## config.mk

```make
export PLATFORM = sky130hd
export DESIGN_NAME = mul_operand_sequencer
export DESIGN_NICKNAME = d
export VERILOG_FILES = /design/src/rtl/mul_seq_pkg.sv /design/src/rtl/op_pair_fifo.sv /design/src/rtl/mul_operand_sequencer.sv
export SDC_FILE = /design/constraint.sdc
export NUM_CORES = 1
export LEC_CHECK = 0
export ABC_CLOCK_PERIOD_IN_PS = 4300
export CAP_MARGIN = 20
export CORE_MARGIN = 10
export CORE_UTILIZATION = 50
export CTS_CLUSTER_DIAMETER = 200
export CTS_CLUSTER_SIZE = 28
export DETAILED_ROUTE_END_ITERATION = 7
export PLACE_DENSITY = 0.72
export SYNTH_ARGS = -nofsm -noshare
export SYNTH_HDL_FRONTEND = slang
export SYNTH_HIERARCHICAL = 1
export SYNTH_SLANG_ARGS = --single-unit
```

## constraint.sdc

```tcl
create_clock -name clk -period 4.3 [get_ports clk]
set_input_delay 1.29 -clock clk [delete_from_list [all_inputs] [get_ports clk]]
set_output_delay 1.29 -clock clk [all_outputs]
set_load 0.02 [all_outputs]
```

## src/rtl/mul_seq_pkg.sv

```systemverilog
// mul_seq_pkg
//   Shared definitions for the multiplier operand sequencer: sequencer state
//   encoding, the default operand/product width, and the operand-pair type.
package mul_seq_pkg;

  localparam int WIDTH_DEFAULT = 16;

  typedef enum logic [2:0] {
    IDLE,
    LOAD_A,
    LOAD_B,
    WAIT,
    OUT
  } seq_state_t;

  typedef struct packed {
    logic [WIDTH_DEFAULT-1:0] a;
    logic [WIDTH_DEFAULT-1:0] b;
  } op_pair_t;

endpackage

```

## src/rtl/op_pair_fifo.sv

```systemverilog
// op_pair_fifo
//   Synchronous FIFO of operand pairs {a, b}. Full/empty come from an entry
//   counter. A push while full is accepted only when a pop happens in the
//   same cycle. Storage is not reset; only pointers and count are.
//
// Ports:
//   clk, rst          clock, asynchronous active-high reset
//   push, push_a/b    write request and pair to store
//   pop               read request (head advances on this edge)
//   head_a/head_b     pair at the head of the queue (valid when !empty)
//   full, empty       occupancy flags from the registered count
module op_pair_fifo #(
  parameter int WIDTH = 16,
  parameter int DEPTH = 4
) (
  input  logic             clk,
  input  logic             rst,
  input  logic             push,
  input  logic [WIDTH-1:0] push_a,
  input  logic [WIDTH-1:0] push_b,
  input  logic             pop,
  output logic [WIDTH-1:0] head_a,
  output logic [WIDTH-1:0] head_b,
  output logic             full,
  output logic             empty
);

  localparam int PTR_W = $clog2(DEPTH);

  logic [WIDTH-1:0] mem_a [DEPTH];
  logic [WIDTH-1:0] mem_b [DEPTH];
  logic [PTR_W-1:0] wr_ptr;
  logic [PTR_W-1:0] rd_ptr;
  logic [PTR_W:0]   count;
  logic             do_push;
  logic             do_pop;

  assign empty   = (count == '0);
  assign full    = (count == (PTR_W+1)'(DEPTH));
  assign do_pop  = pop && !empty;
  assign do_push = push && (!full || do_pop);
  assign head_a  = mem_a[rd_ptr];
  assign head_b  = mem_b[rd_ptr];

  // DEPTH is a power of two, so the pointers wrap naturally.
  always_ff @(posedge clk or posedge rst) begin
    if (rst) begin
      wr_ptr <= '0;
      rd_ptr <= '0;
      count  <= '0;
    end else begin
      if (do_push) wr_ptr <= wr_ptr + 1'b1;
      if (do_pop)  rd_ptr <= rd_ptr + 1'b1;
      case ({do_push, do_pop})
        2'b10:   count <= count + 1'b1;
        2'b01:   count <= count - 1'b1;
        default: count <= count;
      endcase
    end
  end

  always_ff @(posedge clk) begin
    if (do_push) begin
      mem_a[wr_ptr] <= push_a;
      mem_b[wr_ptr] <= push_b;
    end
  end

endmodule

```

## src/rtl/mul_operand_sequencer.sv

```systemverilog
// mul_operand_sequencer
//   Feeds a repeated-addition multiplier from a valid/ready stream of operand
//   pairs. Pairs are queued in op_pair_fifo, serially loaded into the
//   multiplier (start high for two cycles: A then B), the product is
//   captured on done and returned on a valid/ready output stream. A job whose
//   done never arrives within TIMEOUT_CYCLES is dropped and timeout_err set.
//
// Build option:
//   ZERO_BYPASS_EN  when defined, a popped pair with a zero operand skips the
//                   multiplier and goes straight to OUT with product 0.
//
// Ports:
//   clk, rst                     clock, asynchronous active-high reset
//   in_valid/in_ready/in_a/in_b  operand pair input stream
//   mul_start, mul_data_in       multiplier load protocol (A, then B)
//   mul_done, mul_product        multiplier completion and product register
//   out_valid/out_ready/out_product  product output stream
//   busy                         job in flight or pairs queued
//   timeout_err                  sticky; set when a job is aborted
module mul_operand_sequencer
  import mul_seq_pkg::*;
#(
  parameter int WIDTH          = WIDTH_DEFAULT,
  parameter int DEPTH          = 4,
  parameter int TIMEOUT_CYCLES = 1024
) (
  input  logic             clk,
  input  logic             rst,
  input  logic             in_valid,
  output logic             in_ready,
  input  logic [WIDTH-1:0] in_a,
  input  logic [WIDTH-1:0] in_b,
  output logic             mul_start,
  output logic [WIDTH-1:0] mul_data_in,
  input  logic             mul_done,
  input  logic [WIDTH-1:0] mul_product,
  output logic             out_valid,
  input  logic             out_ready,
  output logic [WIDTH-1:0] out_product,
  output logic             busy,
  output logic             timeout_err
);

  localparam int CNT_W = $clog2(TIMEOUT_CYCLES + 1);
  localparam logic [CNT_W-1:0] CNT_LAST = CNT_W'(TIMEOUT_CYCLES - 1);

  seq_state_t       state;
  logic [CNT_W-1:0] tmo_cnt;
  logic [WIDTH-1:0] b_r;
  logic [WIDTH-1:0] head_a;
  logic [WIDTH-1:0] head_b;
  logic             fifo_full;
  logic             fifo_empty;
  logic             push;
  logic             pop;
  logic             zero_pair;

  assign in_ready = !fifo_full;
  assign push     = in_valid && in_ready;
  assign busy     = (state != IDLE) || !fifo_empty;

  // A new job is taken from the queue either from IDLE or directly at the
  // end of an accepted OUT, so back-to-back jobs lose no cycle.
  assign pop = !fifo_empty &&
               ((state == IDLE) || ((state == OUT) && out_ready));

`ifdef ZERO_BYPASS_EN
  assign zero_pair = (head_a == '0) || (head_b == '0);
`else
  assign zero_pair = 1'b0;
`endif

  op_pair_fifo #(
    .WIDTH (WIDTH),
    .DEPTH (DEPTH)
  ) u_fifo (
    .clk    (clk),
    .rst    (rst),
    .push   (push),
    .push_a (in_a),
    .push_b (in_b),
    .pop    (pop),
    .head_a (head_a),
    .head_b (head_b),
    .full   (fifo_full),
    .empty  (fifo_empty)
  );

  // B is needed one cycle after the pop; A goes straight to mul_data_in.
  always_ff @(posedge clk) begin
    if (pop) b_r <= head_b;
  end

  // Outputs are registered: each transition sets the values seen in the
  // destination state. mul_start can only be high in LOAD_A/LOAD_B, which
  // keeps the unreset multiplier idle until a real job is loaded.
  always_ff @(posedge clk or posedge rst) begin
    if (rst) begin
      state       <= IDLE;
      mul_start   <= 1'b0;
      mul_data_in <= '0;
      out_valid   <= 1'b0;
      out_product <= '0;
      timeout_err <= 1'b0;
      tmo_cnt     <= '0;
    end else begin
      case (state)
        IDLE: begin
          if (pop) begin
            if (zero_pair) begin
              state       <= OUT;
              out_valid   <= 1'b1;
              out_product <= '0;
            end else begin
              state       <= LOAD_A;
              mul_start   <= 1'b1;
              mul_data_in <= head_a;
            end
          end
        end
        LOAD_A: begin
          state       <= LOAD_B;
          mul_start   <= 1'b1;
          mul_data_in <= b_r;
        end
        LOAD_B: begin
          state     <= WAIT;
          mul_start <= 1'b0;
          tmo_cnt   <= '0;
        end
        WAIT: begin
          // done is only honoured here; a level left over from the previous
          // job while loading is ignored.
          if (mul_done) begin
            state       <= OUT;
            out_valid   <= 1'b1;
            out_product <= mul_product;
          end else if (tmo_cnt == CNT_LAST) begin
            state       <= IDLE;
            timeout_err <= 1'b1;
          end else begin
            tmo_cnt <= tmo_cnt + 1'b1;
          end
        end
        OUT: begin
          if (out_ready) begin
            state     <= IDLE;
            out_valid <= 1'b0;
            if (pop) begin
              if (zero_pair) begin
                state       <= OUT;
                out_valid   <= 1'b1;
                out_product <= '0;
              end else begin
                state       <= LOAD_A;
                mul_start   <= 1'b1;
                mul_data_in <= head_a;
              end
            end
          end
        end
        default: state <= IDLE;
      endcase
    end
  end

endmodule
```

Yosys cells after proc, flatten, opt, wreduce, memory -nomap -nowiden
Memories as Yosys holds them, arrays and structs flattened. A register that Yosys moved wholly into a read port is not among the register bits.
Cells that the tools add are included.
{"block": "word_totals", "latchBits": 0, "wordCells": 78, "romBits": 0, "output_inout_bits": 37, "mem_bits_rw": 128, "in_bits": 53, "memories": 2, "regBits": 56}
{"block": "classes", "mul": 0, "n_reduce_logical": 25, "eq_ne": 14, "bitwise_logic": 1, "n_lt_le_gt_ge": 0, "shifts": 0, "div_mod_pow": 0, "mux": 21, "addsub": 5}
{"memory": "u_fifo.mem_a", "depth": 4, "width": 16, "rd": 1, "rd_clocked_by_memory_dff": 0, "wr": 1, "line": "op_pair_fifo.sv:30", "rtl": "logic [WIDTH-1:0] mem_a [DEPTH];"}
{"memory": "u_fifo.mem_b", "depth": 4, "width": 16, "rd": 1, "rd_clocked_by_memory_dff": 1, "wr": 1, "line": "op_pair_fifo.sv:31", "rtl": "logic [WIDTH-1:0] mem_b [DEPTH];"}
{"operator": "$pmux 16 s3", "count": 1}
{"operator": "$mux 16", "count": 2}
{"operator": "$mux 11", "count": 2}
{"operator": "$pmux 11 s2", "count": 1}
{"operator": "$pmux 3 s5", "count": 1}
{"operator": "$mux 3", "count": 4}
{"operator": "$reduce_and 3->1", "count": 4}
{"operator": "$add 11x1->11 const B", "count": 1}
{"operator": "$eq 11x10->1 const B", "count": 1}
{"operator": "$ne 2x2->1 const B", "count": 4}
{"operator": "$mux 1", "count": 7}
{"operator": "$eq 3x2->1 const B", "count": 2}
{"operator": "$eq 3x3->1 const B", "count": 2}
{"operator": "$logic_not 3->1", "count": 2}
{"operator": "$pmux 3 s2", "count": 1}
{"operator": "$reduce_and 2->1", "count": 3}
{"operator": "$reduce_bool 2->1", "count": 3}
{"operator": "$reduce_bool 3->1", "count": 2}
{"operator": "$logic_and 1x1->1", "count": 5}
{"operator": "$add 2x1->2 const B", "count": 2}
{"operator": "$pmux 1 s4", "count": 1}
{"operator": "$reduce_bool 4->1", "count": 1}
{"operator": "$add 3x1->3 const B", "count": 1}
{"operator": "$eq 3x1->1 const B", "count": 1}
{"operator": "other kinds (9)", "count": 12}

Longest topological paths before layout
{"block": "logic_depth", "word_depth": 9, "ltp_mapped": 12, "depth_no_buf": 9}

Hierarchy
The synthesis kept the hierarchy.
{"module": "op_pair_fifo", "area_each_um2": 5126.2, "instances": 1, "cells_each": 222}
{"module": "mul_operand_sequencer", "area_each_um2": 2737.6, "instances": 1, "cells_each": 218}

Worst setup path after synthesis
OpenSTA, ideal clock, no wires.
{"block": "synth_path", "path_kind": "input to register", "from": "in out_ready", "to": "reg u_fifo.count[2]", "path_stages": 12, "path_slack_ns": 0.470, "t_arrival_ns": 3.700, "setup_ns": 0.130, "t_required_ns": 4.170, "cell_sequence": "nor2b_1 > or4_4 > buf_6 > buf_6 > inv_1 > buf_6 > nand2b_1 > or2_2 > fa_1 > nand2b_1 > o211ai_1 > nand3_1"}
{"block": "synth_via", "elab_chain_len": 8}
{"element": "start: declaration", "line": "mul_operand_sequencer.sv:38", "rtl": "input logic out_ready,"}
{"element": "$logic_and 1x1->1 *", "line": "mul_operand_sequencer.sv:65", "rtl": "((state == IDLE) || ((state == OUT) && out_ready));"}
{"element": "$logic_or 1x1->1 *", "line": "mul_operand_sequencer.sv:65"}
{"element": "$logic_and 1x1->1 *", "line": "mul_operand_sequencer.sv:64", "rtl": "assign pop = !fifo_empty &&"}
{"element": "named net pop", "line": "mul_operand_sequencer.sv:55", "rtl": "logic pop;"}
{"element": "$logic_and 1x1->1 *", "line": "op_pair_fifo.sv:40", "rtl": "assign do_pop = pop && !empty;"}
{"element": "$logic_or 1x1->1", "line": "op_pair_fifo.sv:41", "rtl": "assign do_push = push && (!full || do_pop);"}
{"element": "$logic_and 1x1->1", "line": "op_pair_fifo.sv:41"}
{"element": "$eq 2x1->1 or $eq 2x2->1 (tied branches)", "line": "op_pair_fifo.sv:54", "rtl": "case ({do_push, do_pop})"}
{"element": "$pmux 3 s2 or $reduce_bool 2->1 (tied branches)"}
{"element": "end signal: assignment", "line": "op_pair_fifo.sv:55", "rtl": "2'b10: count <= count + 1'b1;"}
{"element": "end signal: assignment", "line": "op_pair_fifo.sv:56", "rtl": "2'b01: count <= count - 1'b1;"}
{"element": "end signal: assignment", "line": "op_pair_fifo.sv:57", "rtl": "default: count <= count;"}
{"element": "end: declaration", "line": "op_pair_fifo.sv:34", "rtl": "logic [PTR_W:0] count;"}
The timed path passes the listed nets; every way through them passes the cells marked *.
A chain may end at the register's enable or synchronous reset.

Worst setup path in the final report
{"block": "layout_path", "from": "reg u_fifo.count[0]", "to": "out busy"}
{"block": "layout_via", "elab_chain_len": 3}
{"element": "$logic_not 3->1", "line": "op_pair_fifo.sv:38", "rtl": "assign empty = (count == '0);"}
{"element": "named net fifo_empty", "line": "mul_operand_sequencer.sv:53", "rtl": "logic fifo_empty;"}
{"element": "$logic_not 1->1", "line": "mul_operand_sequencer.sv:60", "rtl": "assign busy = (state != IDLE) || !fifo_empty;"}
{"element": "$logic_or 1x1->1", "line": "mul_operand_sequencer.sv:60"}
{"element": "end: declaration", "line": "mul_operand_sequencer.sv:40", "rtl": "output logic busy,"}
The timed path passes the listed nets, and every way through them passes these cells.

==> results.md <==
* Status: completed
* Cell area after placement at 0.00903 mm^2
* Type of element capturing the critical path: output pin
* Number of antenna violations at the first check in global routing at 0
* Area grow syn2layout at 22.5%
* Launching point of the worst reg2reg path: u_fifo/count[0]
* Number of nets still failing antenna checks after routing at 0
* Synthesized instance count at 440
* Number of placed instances with taps included at 734
* Ordered cell list for the critical path: nor3_1, nand3b_1, clkdlybuf4s50_1
* Number of core rows at 45
* PostCTS Resize Cnt at 0
* Largest voltage drop on the vdd net at 0.367 mV
* Cell taking the most area after synthesis: sky130_fd_sc_hd__edfxtp_1
* Global-route wire length before repair at 24500 um
* Leading post-synthesis cells by cell area: sky130_fd_sc_hd__edfxtp_1, sky130_fd_sc_hd__dfrtp_1, sky130_fd_sc_hd__mux4_2
* Y dimension of the die at 145 um
* Post-placement setup slack at 0.539 ns
* Power per Cell Area at 702 mW/mm^2
* Fraction of the cycle the final worst path needs at 80.8%
* Hold Vio Cnt, Final at 0
* Post-route cell area at 0.00964 mm^2
* Largest clock skew in the final design at 0.00885 ns
* Clk root buf: sky130_fd_sc_hd__clkbuf_16
* Post-detailed-route wirelength per cell at 19.7 um
* Area taken by flip-flops and latches at 0.00573 mm^2
* Number of diodes at 0
* Length in cells of the worst reg-to-reg path at 9
* Type of the worst setup path: flop to output pin
* Via total after detailed routing at 4168
* Number of warnings reported in the yosys synthesis log at 6
* Final TNS setup at 0 ns
* Area of the multi-input gates at 0.00197 mm^2
* Register area share after synthesis at 72.8%
* Fin util at 62.9%
* Gp weighted congestion at 0.746
* Min-Delay Startpoint: b_r[4]
* Post-CTS Setup Bufs at 0
* Post-layout total power at 6.77 mW
* Family with the most delay on the worst path: simple AND/OR/NAND/NOR gates
* Slew of the pin with the lowest slew margin at 0.971 ns
* Clock sink count at 200
* Number of distinct library cells after synthesis at 54
* Initial Utilization at 51.3%
* IO buf count at 89
* Most used flip-flop cell after synthesis: sky130_fd_sc_hd__edfxtp_1
* Number of nets in the synthesized netlist at 499
* Class of the most critical hold timing path: flop to flop
* Final setup slack of the worst path at 0.825 ns
* Switching power at 2.10 mW
* TritonCTS clock tree: built
* Worst max-slew margin expressed relative to the limit at 35.1%
* Vias in the first global route at 4447
* Leftover overflow at the end of global routing at 0
* Library cell contributing the largest single delay on the critical path: sky130_fd_sc_hd__nor3_1
* Area enclosed by the die boundary at 0.0211 mm^2
* Reg-to-Reg End: u_fifo/count[1]
* Slew Viols, Final at 0
* Hold worst-path end: mul_data_in[4]
* Share of post-route cells with drive strength above 1 at 19.6%
* Unrepaired setup endpoints after global routing: no
* Number of flops mapped to enable cells by yosys at 144
* Wirelength, routed at 15100 um
* Number of storage elements in the synthesis netlist at 200
* Combinational fraction of design power at 32.5%
* Maximum fanout count along the critical path at 7
* Number of max-cap violations at 0
* Pin count of the biggest net entering global routing at 40
* Io pins at 90
* Overall die width at 145 um
* Net count of the finished layout at 601
* CTS clk-pin slew, worst paths at 0.07 ns
* Buffering stage count on the worst path with inverters included at 1
* Worst hold slack at 0.454 ns
* Commonest cells in the synthesized netlist: sky130_fd_sc_hd__edfxtp_1, sky130_fd_sc_hd__dfrtp_1, sky130_fd_sc_hd__mux4_2
* Fin cells at 766
* Number of clock buffers inserted by TritonCTS at 17
* Clock H-tree levels at 4
* Net Sw Frac at 31.0%
* Register-to-register path setup slack at 1.67 ns
* Final setup vio count at 0
* Minimum clock period at 3.48 ns
* Cell with the most instances after synthesis: sky130_fd_sc_hd__edfxtp_1
* Delay of the slowest cell on the worst path at 0.59 ns
* Clock network power share at 23.9%
* Cells on Worst Hold Path at 2
* Clk buf depth at 2
* Portion of total power attributed to sequential cells at 43.6%
* Placeable core region at 0.0153 mm^2
* Data required time of the worst path at 3.01 ns
* Remaining routing DRC violations at 0
* Fraction of registers with async set or reset after synthesis at 28.0%
* Synthesized area per cell at 17.9 um^2
* Arrival time at the worst endpoint at 2.19 ns
* Area share of the leading cell type in the synthesized netlist at 55.0%
* Startpoint class of the critical path: flop
* Max Freq at 288 MHz
* Post-CTS Hold Buffers at 0
* First-pass iteration count of the detailed router at 4
* Clock latency at the later pin of the worst-skew pair at 0.43 ns
* Post-synth design cell area at 0.00786 mm^2
* Number of violations reported at the end of detailed-routing iteration 0 at 319
* Int Pwr at 4.67 mW
* Gr usage total at 14.7%
* # fillers at 1095
* Number of vias per cell at 5.44
* Static power due to leakage at 3.53 nW
* DP Wirelength at 9900 um
cell type report:
| class | instances | area share (%) |
|---|---|---|
| flip-flops and latches | 200 | 59.4 |
| multi-input cells | 206 | 20.5 |
| repair buffers | 103 | 10.6 |
| clock buffers | 18 | 4.45 |
| well taps | 211 | 2.74 |
| clock inverters | 14 | 1.78 |
| inverters | 14 | 0.545 |
registers in the layout (all words and copies together) (netlist names):
name / flops
u_fifo/mem_a: 64
u_fifo/mem_b: 64
b_r: 16
mul_data_in: 16
out_product: 16
tmo_cnt: 11
state: 3
u_fifo/count: 3
u_fifo/rd_ptr: 2
u_fifo/wr_ptr: 2
mul_start: 1
out_valid: 1
timeout_err: 1
tightest hold or removal path, cell delays in order, from the launching register on:
cell	delay, ns
sky130_fd_sc_hd__edfxtp_1	0.32
sky130_fd_sc_hd__nand2_1	0.04
sky130_fd_sc_hd__o21ai_1	0.06
worst max-delay path by stage:
| stage | from | end | slack (ns) | cells after the start |
|---|---|---|---|---|
| finish | u_fifo/count[0] | busy | 0.82 | 3 |
| global route | u_fifo/count[0] | busy | 0.72 | 3 |
| CTS | u_fifo/count[0] | busy | 0.81 | 3 |
| detailed placement | out_ready | u_fifo/count[1] | 0.54 | 10 |
| global placement | out_ready | u_fifo/count[2] | 0.63 | 10 |
| floorplan | out_ready | u_fifo/count[2] | 0.47 | 12 |
metal layers:
layer / global-route usage (%) / wire [um] / vias up
li1: - / - / 1897
met1: 18.5 / 6690 / 2107
met2: 23.2 / 7220 / 141
met3: 4.44 / 875 / 23
met4: 6.22 / 304 / 0
met5: 0 / 0 / -
power groups by stage:
stage	Combinational, mW	Clock (mW)	Sequential [mW]
after floorplan	1.34	0	3.07
after global placement	2.18	0	2.96
after detailed placement	2.24	0	2.99
after CTS	2.25	1.64	2.96
after global routing	2.39	1.74	3.01
final	2.20	1.61	2.95
kinds of logic (layout without fill, tap and decap cells):
logic type | Yosys count | after routing | share of synthesized area [%]
flops | 200 | 200 | 72.8
simple gates | 79 | 79 | 5.41
mux | 68 | 68 | 14.1
compound gates | 48 | 48 | 3.91
buf+inv | 34 | 149 | 2.20
fa+ha+maj | 6 | 6 | 1.05
xor+xnor | 5 | 5 | 0.557
placed cells by master (no fill, tap or decap), types with 12 or more instances in the layout:
master,instances
sky130_fd_sc_hd__buf_4,12
sky130_fd_sc_hd__clkbuf_16,17
sky130_fd_sc_hd__clkdlybuf4s50_1,89
sky130_fd_sc_hd__dfrtp_1,55
sky130_fd_sc_hd__edfxtp_1,144
sky130_fd_sc_hd__inv_1,13
sky130_fd_sc_hd__mux2_2,16
sky130_fd_sc_hd__mux2i_1,19
sky130_fd_sc_hd__mux4_2,32
sky130_fd_sc_hd__nand2_1,27
sky130_fd_sc_hd__o21ai_0,12
(Power assumes the default switching activity.)
